## src/rtl/serial_det_pkg.sv

```systemverilog
// serial_det_pkg: shared state encoding and width helpers for the serial detector wrappers
package serial_det_pkg;
  typedef enum logic [1:0] {IDLE, FLUSH, SHIFT, DRAIN} state_t;
  function automatic int idx_w(input int n);
    return (n > 1) ? $clog2(n) : 1;
  endfunction
  function automatic int cnt_w(input int bits, input int lat);
    return $clog2(bits + lat + 1);
  endfunction
endpackage

```

## src/rtl/serial_det_sched_rr_pick.sv

```systemverilog
// rr_pick: combinational round-robin picker, first set req searching upward from last+1
module rr_pick
  import serial_det_pkg::*;
#(
  parameter int N = 4,
  localparam int CW = idx_w(N)
) (
  input  logic [N-1:0]  req,
  input  logic [CW-1:0] last,
  output logic          vld,
  output logic [CW-1:0] idx
);
  logic [CW-1:0] c;
  always_comb begin
    vld = |req;
    idx = '0;
    c = '0;
    for (int k = N; k >= 1; k--) begin
      c = CW'((int'(last) + k) % N);
      idx = req[c] ? c : idx;
    end
  end
endmodule

```

## src/rtl/serial_det_sched.sv

```systemverilog
// serial_det_sched: round-robin sharing of one serial pattern detector among N_CH frame sources
module serial_det_sched
  import serial_det_pkg::*;
#(
  parameter int N_CH = 4,
  parameter int FRAME_W = 8,
  parameter int DET_LAT = 2,
  localparam int HCW = cnt_w(FRAME_W, DET_LAT),
  localparam int CW = idx_w(N_CH)
) (
  input  logic                    clk,
  input  logic                    rst,
  input  logic [N_CH-1:0]         req,
  input  logic [N_CH*FRAME_W-1:0] frame,
  output logic [N_CH-1:0]         ack,
  output logic                    det_flush,
  output logic                    det_din_vld,
  output logic                    det_din,
  input  logic                    det_result,
  output logic                    hit_vld,
  output logic [CW-1:0]           hit_ch,
  output logic                    done_vld,
  output logic [CW-1:0]           done_ch,
  output logic [HCW-1:0]          done_hits
);
  state_t             state_q;
  logic [CW-1:0]      last_q, cur_q, pick;
  logic               pick_vld, counting;
  logic [FRAME_W-1:0] sr_q;
  logic [HCW-1:0]     hits_q, bcnt_q, hits_inc;

  rr_pick #(.N(N_CH)) u_pick (.req(req), .last(last_q), .vld(pick_vld), .idx(pick));

  assign counting = det_result && (state_q == SHIFT || state_q == DRAIN);
  assign hits_inc = &hits_q ? hits_q : hits_q + 1'b1;

  // bcnt_q counts bits in SHIFT and latency cycles in DRAIN
  always_ff @(posedge clk) begin
    if (rst) begin
      state_q <= IDLE;
      last_q <= CW'(N_CH - 1);
      cur_q <= '0;
      sr_q <= '0;
      hits_q <= '0;
      bcnt_q <= '0;
      ack <= '0;
      det_flush <= 1'b0;
      det_din_vld <= 1'b0;
      det_din <= 1'b0;
      hit_vld <= 1'b0;
      hit_ch <= '0;
      done_vld <= 1'b0;
      done_ch <= '0;
      done_hits <= '0;
    end else begin
      ack <= '0;
      det_flush <= 1'b0;
      hit_vld <= counting;
      done_vld <= 1'b0;
      if (counting) begin
        hits_q <= hits_inc;
        hit_ch <= cur_q;
      end
      case (state_q)
        IDLE: if (pick_vld) begin
          cur_q <= pick;
          last_q <= pick;
          sr_q <= frame[pick*FRAME_W +: FRAME_W];
          ack <= N_CH'(1) << pick;
          hits_q <= '0;
          det_flush <= 1'b1;
          state_q <= FLUSH;
        end
        FLUSH: begin
          det_din_vld <= 1'b1;
          det_din <= sr_q[FRAME_W-1];
          sr_q <= sr_q << 1;
          bcnt_q <= '0;
          state_q <= SHIFT;
        end
        SHIFT: if (bcnt_q == HCW'(FRAME_W - 1)) begin
          det_din_vld <= 1'b0;
          det_din <= 1'b0;
          bcnt_q <= '0;
          state_q <= DRAIN;
        end else begin
          det_din <= sr_q[FRAME_W-1];
          sr_q <= sr_q << 1;
          bcnt_q <= bcnt_q + 1'b1;
        end
        DRAIN: if (bcnt_q == HCW'(DET_LAT - 1)) begin
          done_vld <= 1'b1;
          done_ch <= cur_q;
          done_hits <= counting ? hits_inc : hits_q;
          state_q <= IDLE;
        end else begin
          bcnt_q <= bcnt_q + 1'b1;
        end
        default: state_q <= IDLE;
      endcase
    end
  end
endmodule

```

## config.mk

```make
export PLATFORM = sky130hd
export DESIGN_NAME = serial_det_sched
export DESIGN_NICKNAME = d
export VERILOG_FILES = /design/src/rtl/serial_det_pkg.sv /design/src/rtl/serial_det_sched_rr_pick.sv /design/src/rtl/serial_det_sched.sv
export SDC_FILE = /design/constraint.sdc
export NUM_CORES = 1
export LEC_CHECK = 0
export ABC_CLOCK_PERIOD_IN_PS = 2650
export CORE_UTILIZATION = 47
export CTS_CLUSTER_DIAMETER = 60
export CTS_CLUSTER_SIZE = 12
export DETAILED_ROUTE_END_ITERATION = 16
export PLACE_DENSITY_LB_ADDON = 0.08
export SLEW_MARGIN = 5
export SYNTH_ARGS = -nofsm -noshare
export SYNTH_HDL_FRONTEND = slang
export SYNTH_SLANG_ARGS = --single-unit
```

## constraint.sdc

```tcl
create_clock -name clk -period 2.65 [get_ports clk]
set_clock_uncertainty 0.2 [all_clocks]
set_input_delay 0.53 -clock clk [delete_from_list [all_inputs] [get_ports clk]]
set_output_delay 0.53 -clock clk [all_outputs]
set_load 0.01 [all_outputs]
```

==> summary by stage <==
Die
The number of standard-cell rows in the floorplan is 22. After floorplanning, the core was sized to cover about 3800 µm². The chip height is about 66 µm. The area of the die is 4350 µm².

The starting utilization of the core area is 0.506. In this run the count of I/O pins placed on the die edge is 56. Measured along the x axis, the die boundary spans 66.0 µm.

Critical path
The buffer and inverter count on the worst path is 1. The kind of launch point of the worst setup path is a primary input. The startpoint of the lowest-slack register-to-register path is state_q[0]. The startpoint-to-endpoint class of the critical path is primary input to register.

The kind of end point of the critical path is a register. The number of cell instances on the worst register-to-register path is 7. Among cell families on the critical path, the largest total delay comes from simple AND/OR/NAND/NOR gates. In this run the worst path has a maximum fanout of 8. Traced cell by cell, the critical path runs through clkdlybuf4s50_1 -> or4_4 -> o211a_4 -> nor3b_1 -> nand2_1 -> o221ai_1. The arrival time reported for the critical path endpoint is about 2400 ps. The library cell contributing the largest single delay on the critical path is sky130_fd_sc_hd__or4_4. The endpoint of the most critical register-to-register path is sr_q[0]. The maximum single-stage delay on the critical path is ~580 ps.

At the worst endpoint, the required time is roughly 2600 ps. The critical path ends at sr_q[0]. The critical path crosses 6 cells after its start point. The most critical setup path has its startpoint at req[0].

Across all register-to-register paths, the minimum setup slack is between 400 and 500 ps.

Route
The DRC violation count after routing is 0. In the final routed layout, each cell accounts on average for 12.4 µm. The final route contains 1717 vias.

The total wire length after detailed routing is between 4000 and 5000 µm. The antenna violation net count after detailed routing is 0. Before antenna repair, the detailed router went through 4 iterations. For this block, the initial DRC count from the detailed router was 70. Using the TritonRoute via totals, the vias-per-cell ratio works out to just over 5.

Placement
The post-placement cell count is 323. The instance area after placement is roughly 2600 µm². The count of buffers added on input and output ports is 55.

The final weighted congestion in routability-driven placement is 0.834. The placed wire-length estimate after detailed placement is around 3200 µm.

GRT
The number of antenna violations at the first check in global routing came to 0. In the global route stage, overall resource usage came out at 0.213. The pin count of the biggest net entering global routing is 17. The via count of the first global-routing pass came to 1623. The global route total overflow is 0. The first global-routing pass estimated about 7000 µm of wire.

Final layout
The multi-input combinational cells in the finished layout cover a total of 1070 µm². The utilization after layout is 0.712. Summing all flip-flop and latch instances after layout gives a little under 800 µm². The number of antenna cells inserted is 0. The fill cell instance count of the final layout is approximately 330.

The summed area of non-filler cells in the final layout is between 2000 and 3000 µm². For this run, the number of standard cells in the final layout without fillers is 331. Of the cells placed in the final design, the portion with a size suffix greater than 1 is 0.0777. In the final design database the tool counted 329 nets. The area added between synthesis and finish is 40.6%.

Clock network
Counting every sink on the clock net gives 39. The post-CTS repair timing setup buffer count is 0. After clock tree synthesis, the flow added hold-fix buffers numbering 0. The clock-pin slew on the worst setup and hold paths is approximately 80 ps. The number of gates given a new drive strength after cts is 0.

The clock reaches the later pin of the worst-skew pair after between 200 and 300 ps. The CTS H-tree depth is 2. The total CTS buffers is 5. TritonCTS built the clock tree. No sink is reached through more buffers than the 2 on the longest clock path. The cell chosen for the clock root is sky130_fd_sc_hd__clkbuf_8.

Power
Dividing total power by cell area gives a power density of between 700 and 800 nW/µm². The leakage power is 1.02 nW. The maximum vdd ir drop is between 0.3 and 0.4 mV.

The post-route total power is 2.10 mW.

Synthesis
Sorting the synthesized cells by area gives the leading types as sky130_fd_sc_hd__dfxtp_1 41%, sky130_fd_sc_hd__mux2i_1 9.4%, sky130_fd_sc_hd__nor2_1 5.3%. Of the synthesized area, sequential elements account for 0.406. After synthesis, the share of flip-flops with an asynchronous set or reset is 0. Synthesis instantiated 39 different standard cells from the library.

The flip-flop cell with the highest count after synthesis is sky130_fd_sc_hd__dfxtp_1. The number of instances in the synthesized netlist is 220. The share of synthesized area in the top cell type comes to 0.406. The post-synthesis instance area is about 1900 µm². For this run, the number of Yosys warnings is 0.

Of all cell types, the one taking the most synthesized area is sky130_fd_sc_hd__dfxtp_1. The net count of the mapped netlist is around 270. In this run, synthesis inferred 0 flip-flops with an integrated enable.

Ranked by instance count, the synthesized netlist is headed by 39 x sky130_fd_sc_hd__dfxtp_1, 27 x sky130_fd_sc_hd__nor2_1, 18 x sky130_fd_sc_hd__mux2i_1. The library cell with the highest instance count after synthesis is sky130_fd_sc_hd__dfxtp_1. The average footprint of a synthesized cell is 8.74 µm². The synthesized design contains 39 register bits.

Run status
The flow ran to the end, and the final reports show no timing, DRC or antenna violations.

Hold path
The class of the tightest hold or removal check is register to register.

Timing
The final count of negative-setup-slack endpoints is 0. For the pin with the worst max-slew slack, the measured transition is roughly 490 ps. The total count of hold-check failures in the final report was 0. The final sum of negative setup slack is 0 ps. Setup repair after global routing left no endpoint under its margin. The final critical delay including setup and external delays is between 2000 and 2500 ps. Headroom to the max-slew limit came out at 0.670. Timing would allow up to just over 400 MHz. The count of final max-slew check failures was 0. Of the available clock period, the critical path in the final layout requires 0.909.

Job
The max-cap check violation count is 0.
-- final cells by class --
type / count / share of cell area
multi-input combinational: 162 / 0.394
timing repair buffer: 65 / 0.241
tap: 48 / 0.0222
sequential: 39 / 0.289
clock buffer: 5 / 0.0255
inverter: 9 / 0.0125
clock inverter: 3 / 0.0162
-- worst min-delay path, stage by stage (launching register included) --
cell and delay, ps:
sky130_fd_sc_hd__dfxtp_1 310, sky130_fd_sc_hd__nand2_1 50, sky130_fd_sc_hd__a21oi_1 50
-- logic make-up after synthesis --
logic type,Yosys count,share of synthesized area
fa+ha+maj,8,0.0521
xor+xnor,1,0.00456
simple gates,84,0.220
buf+inv,19,0.0416
mux,19,0.0995
flops,39,0.406
compound gates,50,0.176
-- per-layer routing --
metal | vias up | track usage | routed length, µm
li1 | 895 | - | -
met1 | 772 | 0.274 | 2020
met2 | 43 | 0.348 | 1860
met3 | 7 | 0.0362 | 156
met4 | 0 | 0.0878 | 58
met5 | - | 0 | 0
-- sequential cells by signal, summed over array words and instances, names as in the netlist, 2 cells and up --
signal and flops:
sr_q 8, ack 4, bcnt_q 4, done_hits 4
hits_q 4, cur_q 2, done_ch 2, hit_ch 2
last_q 2, state_q 2
-- power breakdown --
| group | internal [mW] | leakage [nW] | total (mW) | switching (mW) |
|---|---|---|---|---|
| registers | 0.709 | 0.318 | 0.786 | 0.0774 |
| logic | 0.405 | 0.645 | 0.813 | 0.407 |
| clock network | 0.280 | 0.0581 | 0.499 | 0.219 |
| total | 1.39 | 1.02 | 2.10 | 0.703 |
-- how the worst min path moves through the flow --
stage                       from      endpoint  slack (ps)  depth (start not counted)
floorplan               cur_q[0]    done_ch[0]         230                          2
global placement    done_hits[3]  done_hits[3]         240                          2
detailed placement    done_ch[1]    done_ch[1]         250                          2
CTS                   done_ch[1]    done_ch[1]         260                          2
global route          done_ch[1]    done_ch[1]         280                          2
finish              done_hits[3]  done_hits[3]         260                          2
-- per-stage QoR --
| step | setup WS (ps) | hold WS (ps) |
|---|---|---|
| 2_1_floorplan | 527 | 232 |
| 3_3_place_gp | -14.8 | 243 |
| 3_5_place_dp | -56.8 | 251 |
| 4_1_cts | 245 | 262 |
| 5_1_grt | 135 | 278 |
| 6_report | 241 | 259 |
-- layout by cell type (no fill, tap or decap), types with 2 or more instances in the layout --
master	instances
sky130_fd_sc_hd__buf_12	2
sky130_fd_sc_hd__inv_1	9
sky130_fd_sc_hd__a21oi_1	16
sky130_fd_sc_hd__ha_1	8
sky130_fd_sc_hd__o221ai_1	8
sky130_fd_sc_hd__nand2_1	16
sky130_fd_sc_hd__nand3_1	11
sky130_fd_sc_hd__nor2_1	27
sky130_fd_sc_hd__clkdlybuf4s50_1	55
sky130_fd_sc_hd__o21ai_0	5
sky130_fd_sc_hd__nor2b_1	3
sky130_fd_sc_hd__nand2b_1	14
sky130_fd_sc_hd__a21o_1	7
sky130_fd_sc_hd__buf_4	8
sky130_fd_sc_hd__mux2i_1	18
sky130_fd_sc_hd__nor3b_1	2
sky130_fd_sc_hd__nor3_1	3
sky130_fd_sc_hd__clkbuf_8	5
sky130_fd_sc_hd__dfxtp_1	39
sky130_fd_sc_hd__o21a_1	2
sky130_fd_sc_hd__a211oi_1	3
(Power assumes the default switching activity.)
